`config.mk`:
```
export PLATFORM = sky130hd
export DESIGN_NAME = req_encoder_rr
export DESIGN_NICKNAME = d
export VERILOG_FILES = /design/src/rtl/req_encoder_rr.sv
export SDC_FILE = /design/constraint.sdc
export NUM_CORES = 1
export LEC_CHECK = 0
export BUFFER_PORTS_ARGS = -buffer_cell sky130_fd_sc_hd__buf_2
export CAP_MARGIN = 5
export CORE_ASPECT_RATIO = 1.2
export CORE_MARGIN = 5
export CORE_UTILIZATION = 54
export CTS_BUF_LIST = sky130_fd_sc_hd__clkbuf_4 sky130_fd_sc_hd__clkbuf_8 sky130_fd_sc_hd__clkbuf_16
export CTS_CLUSTER_SIZE = 14
export DETAILED_ROUTE_END_ITERATION = 16
export GPL_TIMING_DRIVEN = 0
export PLACE_DENSITY = 0.77
export SLEW_MARGIN = 20
export SYNTH_ARGS = -nofsm -noshare
export SYNTH_HDL_FRONTEND = slang
export SYNTH_SLANG_ARGS = --single-unit
```
`constraint.sdc`:
```
create_clock -name clk -period 4.1 [get_ports clk]
set_input_delay 0.205 -clock clk [delete_from_list [all_inputs] [get_ports clk]]
set_output_delay 0.205 -clock clk [all_outputs]
set_load 0.02 [all_outputs]
```
`src/rtl/req_encoder_rr.sv`:
```
// req_encoder_rr: registered request encoder with a single output stage.
// Grants the lowest set request (fixed mode) or the first set request at or
// after the rotating pointer (round-robin mode). Results travel with a
// valid/ready handshake on both sides.
module req_encoder_rr #(
    parameter  int unsigned N = 8,
    localparam int unsigned W = $clog2(N)
) (
    input  logic         clk,
    input  logic         rst_n,
    input  logic [N-1:0] req,
    input  logic         rr_en,
    input  logic         in_valid,
    output logic         in_ready,
    output logic         out_valid,
    input  logic         out_ready,
    output logic [W-1:0] out_idx,
    output logic [N-1:0] out_onehot,
    output logic         out_none
);

    localparam int unsigned CW = W + 1;

    // Round-robin start position; always holds a value in 0..N-1
    logic [W-1:0] ptr;

    logic         capture;
    logic [W-1:0] start;
    logic [CW-1:0] cand;
    logic         win_found;
    logic [W-1:0] win_idx;
    logic [N-1:0] win_onehot;
    logic [W-1:0] ptr_next;

    // Output register frees up when empty or when its result is being taken
    assign in_ready = !out_valid || out_ready;
    assign capture  = in_valid && in_ready;

    // Search for the first set request starting at 'start', wrapping at N-1
    always_comb begin
        start     = rr_en ? ptr : '0;
        cand      = '0;
        win_found = 1'b0;
        win_idx   = '0;
        for (int unsigned k = 0; k < N; k++) begin
            cand = CW'(start) + CW'(k);
            if (cand >= CW'(N)) begin
                cand = cand - CW'(N);
            end
            if (!win_found && req[cand[W-1:0]]) begin
                win_found = 1'b1;
                win_idx   = cand[W-1:0];
            end
        end
    end

    // One-hot grant and the pointer position just past the winner
    always_comb begin
        win_onehot = '0;
        ptr_next   = '0;
        if (win_found) begin
            win_onehot = N'(1) << win_idx;
        end
        if (win_idx != W'(N - 1)) begin
            ptr_next = win_idx + W'(1);
        end
    end

    // Output register and pointer; reset wins over capture
    always_ff @(posedge clk) begin
        if (!rst_n) begin
            out_valid  <= 1'b0;
            out_idx    <= '0;
            out_onehot <= '0;
            out_none   <= 1'b0;
            ptr        <= '0;
        end else begin
            if (capture) begin
                out_valid  <= 1'b1;
                out_idx    <= win_idx;
                out_onehot <= win_onehot;
                out_none   <= !win_found;
                if (rr_en && win_found) begin
                    ptr <= ptr_next;
                end
            end else if (out_ready) begin
                out_valid <= 1'b0;
            end
        end
    end

endmodule

```
* Word level (Yosys, flattened, before mapping) *
Index checks and enable logic that the tools add are counted.

operators by class
  add/sub/neg operators = 16
  $mul = 0
  divide/modulo/power cells = 0
  order comparisons = 16
  equal/unequal tests = 1
  shift operators = 1
  multiplexer cells = 45
  bitwise gates (word level) = 0
  reduce and logical (&&, ||, !) cells = 21

operators by type and width
  cell                                                                count
  two-way mux 3 bit                                                   18
  less-than comparator 3 x 4 -> 1 bit (second input constant)         8
  greater-or-equal comparator 4 bit (second input constant)           7
  binary-select mux 1 bit (select 3 bit)                              8
  subtractor 3 x 1 -> 3 bit (second input constant)                   8
  two-way mux 1 bit                                                   18
  adder 3 x 3 -> 4 bit (second input constant)                        4
  logical AND 1 bit                                                   9
  logical NOT 1 bit                                                   9
  adder 3 x 2 -> 4 bit (second input constant)                        2
  two-way mux 8 bit                                                   1
  left shift 1 x 3 -> 8 bit (first input constant)                    1
  adder 3 x 1 -> 4 bit (second input constant)                        1
  greater-or-equal comparator 3 x 4 -> 1 bit (second input constant)  1
  adder 3 x 1 -> 3 bit (second input constant)                        1
  != test 3 bit (second input constant)                               1
  AND reduction 2 bit                                                 1
  nonzero test 2 bit                                                  1
  logical OR 1 bit                                                    1

storage, ports and cells
  register bits after elaboration = 16
  latch bits = 0
  RAM bits = 0
  bits in read-only memories = 0
  input port bits = 13
  output and inout port bits = 14
  logic and storage cells = 105
  memories kept = 0

* Depth between registers and ports, before layout *
  word-level depth = 29
  gate-level depth with buffers = 16
  mapped depth without buffers = 15

* Worst setup path before layout *
Ideal clock, no wire load.

  kind = register to register
  start point = reg ptr[1]
  end point = reg ptr[1]
  setup time = 70 ps
  arrival time = 3,317 ps
  data required time = 4,030 ps
  slack = 714 ps
  stages on the path, launching flop included = 15
  path buffers = 1
  period minus slack after synthesis = 3,386 ps
  cell sequence = dfxtp_1 > buf_2 > and2_1 > inv_2 > ha_1 > inv_1 > mux4_2 > nor4b_4 > nand2_1 > a211o_1 > and2_1 > ha_1 > ha_1 > or3_1 > a21oi_1

between the ends
  longest elaborated chain between the ends = 29
  elaborated cells on any way between the ends = 83
  classes of those cells = add/sub: 16; order compare: 8; eq/ne: 1; mux: 42; reduce/logical: 16

ends and longest elaborated chain
  what                                                           RTL line  text
  from (decl)                                                    25        logic [W-1:0] ptr;
  from (signal assigned)                                         84        ptr <= ptr_next;
  two-way mux 3 bit (*)                                          41        start = rr_en ? ptr : '0;
  branches (longest 25 deep; another with adder 3 x 1 -> 4 bit)  -
  two-way mux 3 bit (*)                                          50        if (!win_found && req[cand[W-1:0]]) begin
  named net win_idx[1]                                           31        logic [W-1:0] win_idx;
  adder 3 x 1 -> 3 bit or != test 3 bit (tied branches)          65, 64
  two-way mux 3 bit (*)                                          64        if (win_idx != W'(N - 1)) begin

Mark *: on every way through the listed nets, which the timed path passes. The select of a mux whose other input is x is not followed.
A chain may end at the register's enable or synchronous reset.

* Final worst setup path *
Ends and elaborated chain as after synthesis.

==> impl_metrics.csv <==
group,metric,value,unit
run_status,status,"completed",
clocking,htree_levels,1,
route,firstDrtPassIters,4,
clocking,cts_tree,"yes",
clocking,clk_pin_slew,0.08,ns
yosys,postSynth.asyncResetShare,0,%
setup_path,worstSetupEndpointType,"flop",
setup_path,critPathMaxStageDelay,0.39,ns
power,clockPowerShare,15.2,%
power,switching_share,40.48,%
clocking,hold_buffers,0,
yosys,synth_xor_area_share,1.025,%
power,p_int,0.3086,mW
route,drtIter0Drc,114,
yosys,yosys_warnings,0,
yosys,synth_fa_ha_area_share,5.124,%
setup_path,cp-start-kind,"flop",
sta,hold_viol_final,0,
global_routing,antenna_found_initial,0,
finish,post-route-util,62.41,%
sta,clock.fmax,265.6,MHz
floorplanning,dieArea,4395,um^2
route,wire_per_inst,15.58,um
sta,relSlewSlack,64.04,%
yosys,synthCells,211,
clocking,clkSinkCount,16,
floorplanning,die_h,71.63,um
yosys,synthSimpleGateAreaFrac,25.18,%
yosys,synth-compound-area-share,24.67,%
place,placed_area,1884,um^2
yosys,synth.area.top_cells,"dfxtp_1 19%, mux4_2 7.9%, nand2_1 7.7%, mux2i_1 7.0%, ha_1 5.1%",
setup_path,rr_worst_depth,14,
setup_path,cp_data_arrival_time,3.98,ns
sta,fin_crit,3.766,ns
route,drtAntennaViolNets,0,
hold_path,hold_class,"input port to flop",
clocking,cts_buffers,3,
setup_path,path_class,"flop to flop",
power,power_density,271.9,nW/um^2
setup_path,cp_cell_sequence,"buf_2 -> and2_1 -> inv_2 -> ha_1 -> inv_1 -> mux4_2 -> nor4b_4 -> nand2_1 -> a211o_1 -> and2_1 -> ha_1 -> ha_1 -> or3_1 -> a21oi_1",
power,seqPwrFrac,33.3,%
setup_path,required,4.32,ns
clocking,cts_setup_buffers,0,
route,via_per_inst,6.185,
clocking,clock_latency,0.28,ns
setup_path,cp_common_cell,"ha_1",
clocking,clock_path_buffers,2,
global_routing,gr-total-overflow,0,
yosys,synth_edf_count,0,
clocking,cts_root_buf,"clkbuf_4",
power,power_frac_comb,51.5,%
power,leakagePower,0.8866,nW
flow_run,cap_violations,0,
sta,fin_crit_sh,91.85,%
yosys,ys.flop_type,"dfxtp_1",
sta,maxSlewViolCount,0,
sta,fin_skew,0.002988,ns
finish,seq_area,320.3,um^2
yosys,synth.cell_area,1709,um^2
global_routing,grt_pass1_vias,1623,
yosys,avgSynthCellArea,8.100,um^2
yosys,synth_area_leader_cell,"dfxtp_1",
floorplanning,rows,22,
setup_path,crit_buf_inv,3,
setup_path,crit_slowest_cell,"mux4_2",
yosys,seq_area_frac_synth,18.74,%
yosys,synth.distinct_cells,54,
place,place_congestion,0.9394,
place,io_buffers,26,
floorplanning,io_pins,27,
clocking,cts.repair.resized,0,
finish,multi_input_area,1295,um^2
power,power_switching,0.2099,mW
yosys,synth_seq_cells,16,
yosys,synth_top_cell_area_share,18.74,%
setup_path,path_delay_family,"simple AND/OR/NAND/NOR gates",
finish,drive_above_1_share,22.92,%
power,ir_drop,0.0002750,V
floorplanning,start_util,55.94,%
sta,tns,0,ns
sta,setup_viol,0,
setup_path,path_depth,14,
yosys,yosys-mux-area-fraction,19.77,%
global_routing,grt_pass1_wl,7169,um
setup_path,crit_fanout,10,
finish,antenna_cells,0,
floorplanning,core_area,3055,um^2
finish,stdcell_area,1907,um^2
finish,fin_nets,262,
yosys,synth_fp_nets,231,
finish,layout-area-overhead-vs-synth,11.57,%
route,dr_total_vias,1707,
yosys,synth_top_family_by_area,"simple AND/OR/NAND/NOR gates",
finish,fillers,270,
sta,rsz0062_at_grt,"false",
global_routing,track_usage,21.08,%
place,hpwlAfterDp,3420,um
route,drc,0,
sta,holdWs,0.1724,ns
floorplanning,dieWidth,61.36,um
hold_path,hold_depth,3,
sta,worst_pin_slew,0.5244,ns
global_routing,grt_max_degree,11,
route,wirelength,4301,um
cell usage after synthesis, types with 2 or more instances:
| cell type | count |
|---|---|
| o2111ai_1 | 3 |
| mux2i_1 | 12 |
| o21ai_0 | 12 |
| ha_1 | 7 |
| o221ai_1 | 2 |
| dfxtp_1 | 16 |
| o22ai_1 | 2 |
| nor4bb_1 | 3 |
| a31oi_1 | 2 |
| a211o_1 | 3 |
| inv_1 | 7 |
| mux4_2 | 6 |
| mux2_2 | 5 |
| a32oi_1 | 2 |
| clkbuf_1 | 6 |
| buf_4 | 2 |
| nor2_1 | 11 |
| and3_1 | 2 |
| nand2b_1 | 5 |
| and2_1 | 7 |
| a21oi_1 | 10 |
| buf_2 | 3 |
| o31ai_1 | 7 |
| nand2_1 | 35 |
| nand3_1 | 11 |
| xor2_1 | 2 |
worst min-delay path, stage by stage:
cell and delay, ns:
buf_2 0.11, inv_1 0.04, a21oi_1 0.05
path summary, 6_finish.rpt:
check | startpoint | to | slack, ns
worst min register to register | out_onehot[3] | out_onehot[3] | 0.46
worst max-delay path | ptr[1] | ptr[1] | 0.33
worst min-delay path | in_valid | out_valid | 0.17
worst max register to register | ptr[1] | ptr[1] | 0.33
cell families after synthesis:
| kind of cell | count (synthesis) |
|---|---|
| DFF | 16 |
| buffers and inverters | 20 |
| AOI/OAI and AO/OA | 58 |
| and+or+nand+nor | 83 |
| muxes | 25 |
| adders and majority gates | 7 |
| xor gates and xnor gates | 2 |
per-layer routing:
metal  wire length, um  share of wire [%]  up-vias  global-route usage (%)
met5                 0                  0        -                       0
met3               271                6.3       15                   1.622
met4               155                3.6        0                   10.61
li1                  -                  -      850                       -
met1              1738                 40      769                   25.47
met2              2136                 50       73                   36.24
sequential cells by signal, indices dropped and copies added, names as in the netlist:
| register | flops |
|---|---|
| ptr | 3 |
| out_none | 1 |
| out_valid | 1 |
| out_onehot | 8 |
| out_idx | 3 |
per-stage QoR:
| stage | worst slack, ns | total power [mW] | instances |
|---|---|---|---|
| after floorplan | 0.7137 | 0.3748 | 211 |
| after global placement | 0.3657 | 0.4382 | 273 |
| after detailed placement | 0.3573 | 0.4402 | 273 |
| after CTS | 0.3307 | 0.5201 | 276 |
| after global routing | 0.03951 | 0.5599 | 276 |
| final | 0.3343 | 0.5184 | 276 |
power by group through the flow:
stage	combinational (mW)	clock [mW]	sequential, mW
2_1_floorplan	0.188	0	0.187
3_5_place_dp	0.264	0	0.176
5_1_grt	0.294	0.0917	0.174
6_report	0.267	0.0789	0.172
3_3_place_gp	0.262	0	0.176
4_1_cts	0.265	0.0826	0.173
cells in the final DEF (no fill, tap or decap), types with 7 or more instances in the layout:
cell type  instances
nand3_1           11
dfxtp_1           16
o31ai_1            7
ha_1               7
mux2i_1           12
o21ai_0           12
nand2_1           35
buf_2             29
nor2_1            11
a21oi_1           10
inv_1              7
and2_1             7
layout make-up:
cell class	count	area share [%]
Timing Repair Buffer	26	6.824
Tap cell	36	2.362
Multi-Input combinational cell	175	67.91
Clock buffer	3	1.181
Inverter	8	1.575
Sequential cell	16	16.80
Buffer	12	3.346
Power figures use the tool's default switching activity.
